### config.mk
export PLATFORM = sky130hd
export DESIGN_NAME = arb_rr_mux
export DESIGN_NICKNAME = d
export VERILOG_FILES = /design/src/rtl/arb_rr_mux.sv
export SDC_FILE = /design/constraint.sdc
export NUM_CORES = 1
export LEC_CHECK = 0
export BUFFER_PORTS_ARGS = -buffer_cell sky130_fd_sc_hd__buf_2
export CAP_MARGIN = 5
export CORE_ASPECT_RATIO = 0.7
export CORE_MARGIN = 5
export CORE_UTILIZATION = 25
export DETAILED_ROUTE_END_ITERATION = 16
export PLACE_DENSITY_LB_ADDON = 0.2
export SYNTH_ARGS = -nofsm -noshare
export SYNTH_HDL_FRONTEND = slang
export SYNTH_SLANG_ARGS = --single-unit
### constraint.sdc
create_clock -name clk -period 5.25 [get_ports clk]
set_clock_uncertainty 0.15 [all_clocks]
set_input_delay 0.2625 -clock clk [delete_from_list [all_inputs] [get_ports clk]]
set_output_delay 0.2625 -clock clk [all_outputs]
set_load 0.005 [all_outputs]
### src/rtl/arb_rr_mux.sv
// arb_rr_mux: round-robin arbiter feeding a one-hot data mux and a single
// registered output stage shared by WIDTH valid/ready requesters.
// Optional packet locking is compiled in with `define ARB_RR_MUX_LOCK_EN:
// adds req_lst/out_lst and holds the grant on one requester until its last beat.
// mux_oht_tree is the one-hot selector used by the arbiter.

module mux_oht_tree #(
  parameter type DAT_T          = logic [8-1:0],
  parameter int  WIDTH          = 16,
  parameter int  SPLIT          = 4,
  parameter int  IMPLEMENTATION = 0
) (
  input  logic [WIDTH-1:0] sel,
  input  DAT_T [WIDTH-1:0] dat,
  output DAT_T             out
);

  // Number of leaf groups; the input is padded up to NG*SPLIT entries.
  localparam int NG = (WIDTH + SPLIT - 1) / SPLIT;

  DAT_T [NG*SPLIT-1:0] masked;

  // Zero every unselected (or padding) entry so the result is a plain OR.
  for (genvar gi = 0; gi < NG*SPLIT; gi++) begin : g_mask
    if (gi < WIDTH) begin : g_real
      assign masked[gi] = sel[gi] ? dat[gi] : '0;
    end else begin : g_pad
      assign masked[gi] = '0;
    end
  end

  if (IMPLEMENTATION == 0) begin : g_tree
    DAT_T [NG-1:0] grp;

    // Two-level OR tree: SPLIT-wide leaf groups, then a final reduction.
    always_comb begin
      grp = '0;
      out = '0;
      for (int g = 0; g < NG; g++) begin
        for (int j = 0; j < SPLIT; j++) begin
          grp[g] = grp[g] | masked[g*SPLIT+j];
        end
        out = out | grp[g];
      end
    end
  end else begin : g_flat
    // Single flat AND-OR across all requesters.
    always_comb begin
      out = '0;
      for (int i = 0; i < WIDTH; i++) begin
        out = out | masked[i];
      end
    end
  end

endmodule

module arb_rr_mux #(
  parameter type DAT_T          = logic [8-1:0],
  parameter int  WIDTH          = 16,
  parameter int  SPLIT          = 4,
  parameter int  IMPLEMENTATION = 0
) (
  input  logic                     clk,
  input  logic                     rst_n,
  input  logic [WIDTH-1:0]         req_vld,
  input  DAT_T [WIDTH-1:0]         req_dat,
`ifdef ARB_RR_MUX_LOCK_EN
  input  logic [WIDTH-1:0]         req_lst,
  output logic                     out_lst,
`endif
  output logic [WIDTH-1:0]         req_rdy,
  output logic [WIDTH-1:0]         gnt,
  output logic                     out_vld,
  output DAT_T                     out_dat,
  output logic [$clog2(WIDTH)-1:0] out_idx,
  input  logic                     out_rdy
);

  localparam int IDX_W = $clog2(WIDTH);

  logic [WIDTH-1:0] ptr_reg;
  logic [WIDTH-1:0] mask_hi;
  logic [WIDTH-1:0] masked_req;
  logic [WIDTH-1:0] rr_gnt;
  logic [WIDTH-1:0] ptr_rot;
  logic [IDX_W-1:0] gnt_idx;
  logic             load;
  logic             xfer;
  logic             ptr_adv;
  DAT_T             mux_out;

  logic             out_vld_reg;
  DAT_T             out_dat_reg;
  logic [IDX_W-1:0] out_idx_reg;

  // The output stage can accept a new beat when empty or being drained.
  assign load = ~out_vld_reg | out_rdy;

  // Round-robin pick: lowest request at or above ptr, else lowest overall.
  // ptr is one-hot, so ~(ptr-1) masks in every position >= ptr.
  always_comb begin
    mask_hi    = ~(ptr_reg - WIDTH'(1));
    masked_req = req_vld & mask_hi;
    if (|masked_req) begin
      rr_gnt = masked_req & (~masked_req + WIDTH'(1));
    end else begin
      rr_gnt = req_vld & (~req_vld + WIDTH'(1));
    end
  end

`ifdef ARB_RR_MUX_LOCK_EN
  typedef enum logic {IDLE = 1'b0, LOCK = 1'b1} state_t;

  state_t           state_reg;
  state_t           state_next;
  logic [WIDTH-1:0] lock_reg;
  logic [WIDTH-1:0] lock_next;
  logic             lst_sel;
  logic             out_lst_reg;

  // While locked the grant is pinned to the packet owner, even if it idles.
  assign gnt     = (state_reg == LOCK) ? lock_reg : rr_gnt;
  assign lst_sel = |(gnt & req_lst);
  // Rotate priority only once a whole packet has gone through.
  assign ptr_adv = lst_sel;
  assign out_lst = out_lst_reg;

  // Packet lock state and owner registers.
  always_ff @(posedge clk) begin
    if (!rst_n) begin
      state_reg <= IDLE;
      lock_reg  <= '0;
    end else begin
      state_reg <= state_next;
      lock_reg  <= lock_next;
    end
  end

  // Enter LOCK on a non-final beat, leave on the final beat of the packet.
  always_comb begin
    state_next = state_reg;
    lock_next  = lock_reg;
    case (state_reg)
      IDLE: begin
        if (xfer && !lst_sel) begin
          state_next = LOCK;
          lock_next  = gnt;
        end
      end
      LOCK: begin
        if (xfer && lst_sel) begin
          state_next = IDLE;
        end
      end
      default: begin
        state_next = IDLE;
      end
    endcase
  end

  // Last-beat flag travels with the data register.
  always_ff @(posedge clk) begin
    if (!rst_n) begin
      out_lst_reg <= 1'b0;
    end else if (xfer) begin
      out_lst_reg <= lst_sel;
    end
  end
`else
  assign gnt     = rr_gnt;
  assign ptr_adv = 1'b1;
`endif

  // A beat moves only if the granted requester is actually valid.
  assign xfer    = load & (|(gnt & req_vld));
  assign req_rdy = gnt & {WIDTH{load}};
  assign ptr_rot = {gnt[WIDTH-2:0], gnt[WIDTH-1]};

  // One-hot to binary index of the granted requester.
  always_comb begin
    gnt_idx = '0;
    for (int i = 0; i < WIDTH; i++) begin
      if (gnt[i]) begin
        gnt_idx = gnt_idx | IDX_W'(i);
      end
    end
  end

  mux_oht_tree #(
    .DAT_T          (DAT_T),
    .WIDTH          (WIDTH),
    .SPLIT          (SPLIT),
    .IMPLEMENTATION (IMPLEMENTATION)
  ) u_mux (
    .sel (gnt),
    .dat (req_dat),
    .out (mux_out)
  );

  // Output register stage and round-robin pointer.
  always_ff @(posedge clk) begin
    if (!rst_n) begin
      out_vld_reg <= 1'b0;
      out_dat_reg <= '0;
      out_idx_reg <= '0;
      ptr_reg     <= {{(WIDTH-1){1'b0}}, 1'b1};
    end else begin
      if (load) begin
        out_vld_reg <= xfer;
        if (xfer) begin
          out_dat_reg <= mux_out;
          out_idx_reg <= gnt_idx;
        end
      end
      if (xfer && ptr_adv) begin
        ptr_reg <= ptr_rot;
      end
    end
  end

  assign out_vld = out_vld_reg;
  assign out_dat = out_dat_reg;
  assign out_idx = out_idx_reg;

endmodule
======== Yosys cells after proc, flatten, opt, wreduce, memory -nomap -nowiden ========
Cells that the tools add are included.
storage, ports and cells
  register bits ........................... 29
  input bits .............................. 147
  output and inout port bits .............. 45
  word-level logic and storage cells ...... 68
operators by class
  add/subtract/negate cells ............... 3
  mux-type cells .......................... 32
  bitwise gates (word level) .............. 26
  reductions and logical operators ........ 3
operators with widths
  cell                   number
  $mux 8                 16
  $or 8x8->8             15
  $and 16x16->16         5
  $not 16->16            3
  $add 16x1->16 const B  2
  $mux 4                 8
  $reduce_or 16->1       2
  $mux 16                1
  $sub 16x1->16 const B  1
  $mux 3                 4
  $mux 2                 2
  $reduce_and 2->1       1
  $and 1x1->1            1
  $mux 1                 1
  $not 1->1              1
  $or 1x1->1             1

======== Longest topological paths before layout ========
  depth in word-level cells ............... 22
  mapped depth ............................ 16
  depth with buffers taken out ............ 13

======== Modules after synthesis ========
A second synthesis with hierarchy kept.
unflattened totals
  cell total of the unflattened synthesis .. 382
  area total of the unflattened synthesis .. 3049.2 um^2
modules (own cells, without submodules)
  module        times used  cells an instance  area an instance (um^2)
  arb_rr_mux    1           294                2285.9
  mux_oht_tree  1           88                 763.2

======== Worst setup path before layout ========
Ideal clock, no wire load.
  path kind ............................... reg2reg
  from .................................... register ptr_reg[0]
  to ...................................... register ptr_reg[12]
  library setup time ...................... 0.060 ns
  arrival time ............................ 3.908 ns
  required time ........................... 5.040 ns
  setup slack ............................. 1.131 ns
  stages on the path, launching flop included .. 14
  period minus slack after synthesis ...... 4.119 ns
  cell sequence ........................... dfxtp_1 -> or4_1 -> buf_2 -> nor4_1 -> mux2i_1 -> a211o_1 -> buf_2 -> nor4b_1 -> or2_2 -> nor4_1 -> a41oi_4 -> nor2_2 -> buf_2 -> a22o_1
between the ends
  word-level cells in the longest chain between the ends .. 10
RTL lines
  what                    line  source
  start, declared         82    logic [WIDTH-1:0] ptr_reg;
  start signal, assigned  207   ptr_reg <= {{(WIDTH-1){1'b0}}, 1'b1};
  start signal, assigned  217   ptr_reg <= ptr_rot;
  $sub 16x1->16 (*)       103   mask_hi = ~(ptr_reg - WIDTH'(1));
  $not 16->16 (*)         103
  $and 16x16->16 (*)      104   masked_req = req_vld & mask_hi;
  $not 16->16             106   rr_gnt = masked_req & (~masked_req + WIDTH'(1));
  $add 16x1->16           106
  $and 16x16->16          106
  $mux 16 (*)             105   if (|masked_req) begin
  $and 16x16->16          176   assign xfer = load & (|(gnt & req_vld));
  $reduce_or 16->1        176
  $and 1x1->1             176
Every way passes the cells marked *; elsewhere a longest branch is shown, timed or not.
A chain may end at the register's enable or synchronous reset.

======== Final worst setup path ========
  from .................................... register ptr_reg[0]
  to ...................................... output port req_rdy[7]
between the ends
  word-level cells in the longest chain between the ends .. 8
RTL lines
  what                line  source
  $sub 16x1->16 (*)   103
  $not 16->16 (*)     103
  $and 16x16->16 (*)  104
  $not 16->16         106
  $add 16x1->16       106
  $and 16x16->16      106
  $mux 16 (*)         105
  $and 16x16->16 (*)  177   assign req_rdy = gnt & {WIDTH{load}};
  end, declared       72    output logic [WIDTH-1:0] req_rdy,
Marked as above.

==> results.md <==
Run status:
- The flow ran to the end, and the final reports show no timing, DRC or antenna violations.

Min path:
- The startpoint of the worst hold path is req_dat[11].
- The classification of the worst-slack hold path is in2reg.

Yosys:
- Of the total synthesized cell area, the portion taken by full adders, half adders and majority gates is 0.00393.
- By area, the combinational part of the netlist is dominated by simple AND/OR/NAND/NOR gates.
- The instance count of the mapped netlist is just over 400.
- Yosys mapped the design onto 76 distinct sky130hd cell types.
- The number of nets handed over by synthesis was roughly 560.
- Yosys mapped a number of flops with a built-in enable equal to 0.
- Of the total synthesized cell area, the portion taken by XOR and XNOR cells is 0.0138.
- The post-synthesis instance area is between 3000 and 4000 sq um.
- By area the synthesized netlist is led by sky130_fd_sc_hd__dfxtp_1 18%, sky130_fd_sc_hd__a22o_1 5.5%, sky130_fd_sc_hd__a22oi_1 5.2%.
- The top-area cell type share of the netlist area is 0.182.
- The fraction of registers with async set or reset after synthesis is 0.
- For this run, the leading register cell type out of synthesis is sky130_fd_sc_hd__dfxtp_1.
- The library cell with the largest summed area after synthesis is sky130_fd_sc_hd__dfxtp_1.
- After synthesis, the mean cell area works out to between 7 and 8 sq um.
- Of the total synthesized cell area, the portion taken by AND, OR, NAND and NOR gates is 0.366.
- The synthesized-area fraction occupied by ao, oa, aoi and oai cells is 0.352.
- The share of the Yosys chip area taken by registers is 0.182.
- Counting flops and latches in the post-synthesis netlist gives 29.
- After synthesis, the share of cell area in mux cells is 0.0393.
- Yosys printed 0 warnings.

Detailed routing:
- Wires add up to ~19000 microns.
- The per-cell routed wire length is 24.2 microns.
- In the routed layout, each cell is associated on average with a via count of approximately 6.
- In the routed design, unresolved DRC markers number 0.
- Summing over every cut layer, the via total after detailed routing is around 4500.
- For this run, the detailed router's first-pass iteration total came to 5.
- The first routing iteration left 406 violations.
- The remaining antenna violation count is 0.

Die:
- The starting density of the core is 0.255.
- The die outline area is 15100 sq um.
- The number of top-level design ports is about 190.
- The core box area is 12500 sq um.
- The die boundary width is about 140 microns.
- The floorplan step set the die height to 104 microns.
- The floorplan has 34 rows.

Worst setup path:
- The critical path startpoint is ptr_reg[0]$_SDFFE_PN1P_.
- For the worst setup path, the data required time is 4.84 ns.
- The highest net fanout along the worst path is 9.
- The data arrival at the endpoint of the critical path is between 4 and 5 ns.
- The launch point of the worst reg-to-reg path is ptr_reg[0]$_SDFFE_PN1P_.
- The kind of critical path is reg2out.
- STA classifies the critical path endpoint as an output pin.
- The worst setup path is launched from a register.

STA:
- The final-layout worst hold slack is about 0.21 ns.
- For the pin with the worst max-slew slack, the measured transition is around 1.1 ns.
- The clock period could shrink to approximately 4.9 ns.
- In this run the tightest slew margin relative to its limit is 0.255.
- Setup repair after global routing left no endpoint under its margin.
- The hold violation count in the final report is 0.
- The final period utilization is 0.941.
- The worst path setup slack after routing is between 0.3 and 0.4 ns.
- Derived from the worst setup path, the maximum achievable clock frequency is about 200 MHz.
- Setup violations remaining at the end of the flow were counted as 0.
- The max-slew violation total from the final report is 0.
- The final-layout setup total negative slack is 0 ns.

Cells and area:
- Leaving out filler cells and counting taps, the final layout contains slightly below 800.
- The final layout contains 760 nets.
- The most common cell after layout, fill and taps aside is sky130_fd_sc_hd__buf_2.
- The finished cells cover roughly 4600 sq um.
- The library cells used most frequently in the layout, excluding fill and tap cells, are 191 x sky130_fd_sc_hd__buf_2, 32 x sky130_fd_sc_hd__nor2_1, 31 x sky130_fd_sc_hd__nand2_1.
- The count of inserted antenna diode cells is 0.
- Compared with the post-synthesis result, the final layout area differs by 43.6%.
- In the final layout, the share of cells above drive strength 1 is 0.408.
- The register with the most flip-flops in the layout has 16 of them.

Clock network:
- The root buffer cell is sky130_fd_sc_hd__clkbuf_16.
- Clock-pin slew was measured on the worst setup and hold paths at about 0.050 ns.
- After clock tree synthesis, the flow added hold-fix buffers numbering 0.
- The number of H-tree levels is 2.
- The number of gates resized after CTS was 0.
- In this run the deepest clock path goes through 2 buffers.
- The clock tree from TritonCTS is done.
- The number of buffers inserted to repair setup after CTS is 0.
- Clock tree synthesis inserted a total of 5 buffers.
- The clock latency reported for the late side of the worst-skew pair is approximately 0.28 ns.
- The number of clock sinks is 29.

Place:
- The cell count after placement is ~770.
- Timing analysis after detailed placement gives a worst setup slack of ~0.45 ns.
- Input and output buffers added on the ports amount to 191.
- Once detailed placement completed, the half-perimeter wirelength came to 15600 microns.
- The post-place instance area is ~4400 sq um.
- Routability-driven placement finished with a final weighted congestion of 1.02.

Flow run:
- The tool flagged a number of max-cap violations equal to 0.

Global routing:
- The global route total overflow is 0.
- The number of antenna violations at the first check in global routing is 0.
- The maximum number of pins on one net before global-route repair is 17.
- The via count of the first global-routing pass came to 4560.
- Across every metal layer, demand over resource in global routing totals 0.238.
- The wire length of the first global-routing pass is 27100 microns.

Power and ir drop:
- The worst ir drop on vdd is approximately 0.11 mV.
- In this run the static leakage power is between 2 and 2.5 nW.
- In this run the power density over the cells is 271 nW/um^2.
## report_power, final
group          leakage, nW  switching, W  total (W)  internal, W
Combinational         1.85      0.000398   0.000670     0.000272
Sequential           0.238     0.0000284   0.000291     0.000262
Clock               0.0652      0.000102   0.000278     0.000176
## through the flow
step	power (W)	utilization
5_1_grt	0.00132	0.367
6_report	0.00124	0.367
2_1_floorplan	0.000684	-
3_5_place_dp	0.000954	0.356
4_1_cts	0.00123	0.367
3_3_place_gp	0.000958	0.356
## final timing paths
kind	cells after the start	endpoint	slack [ns]
worst max-delay path	11	req_rdy[7]	0.31
worst min-delay path	4	out_dat[3]$_SDFFE_PN0P_	0.21
worst max register to register	13	out_dat[7]$_SDFFE_PN0P_	0.42
worst min register to register	1	out_idx[3]$_SDFFE_PN0P_	0.32
## cell usage after synthesis, drive strengths merged (12+ instances only)
| master | number |
|---|---|
| and2 | 16 |
| nor4 | 17 |
| clkbuf | 12 |
| a211oi | 14 |
| and3 | 12 |
| a22oi | 22 |
| a22o | 20 |
| dfxtp | 29 |
| nor3 | 18 |
| nand2 | 31 |
| nor2 | 33 |
| nand3 | 20 |
## logic make-up after synthesis
| kind of cell | after synthesis |
|---|---|
| XOR/XNOR | 5 |
| multiplexers | 12 |
| AND/OR/NAND/NOR | 202 |
| buffers and inverters | 32 |
| AO/OA/AOI/OAI | 130 |
| flip-flops | 29 |
| adder cells (fa/ha/maj) | 1 |
## area by class of cell
class | count | area (sq um)
clock buffer | 8 | 136
fill | 1337 | 7890
inverter | 9 | 33.8
multi-input combinational | 350 | 2470
sequential | 29 | 581
tap | 162 | 203
timing repair buffer | 217 | 1150
## critical path, cell delays in order (launching register included)
cell and delay (ns):
sky130_fd_sc_hd__dfxtp_1 0.34, sky130_fd_sc_hd__inv_1 0.10, sky130_fd_sc_hd__ha_1 0.18, sky130_fd_sc_hd__or3b_2 0.56
sky130_fd_sc_hd__nor4_2 0.62, sky130_fd_sc_hd__mux2i_1 0.48, sky130_fd_sc_hd__nand4_2 0.33, sky130_fd_sc_hd__nor4_4 0.53
sky130_fd_sc_hd__buf_4 0.26, sky130_fd_sc_hd__a21o_1 0.53, sky130_fd_sc_hd__and2_1 0.21, sky130_fd_sc_hd__buf_2 0.10
## per-layer routing
layer / GRT usage / part of all wire / vias to the layer above
li1: - / - / 2074
met2: 0.347 / 0.42 / 305
met3: 0.0689 / 0.11 / 32
met4: 0.0613 / 0.022 / 0
met1: 0.340 / 0.45 / 2135
met5: 0 / 0 / -
Note: power is estimated with default switching activity, not from simulation.
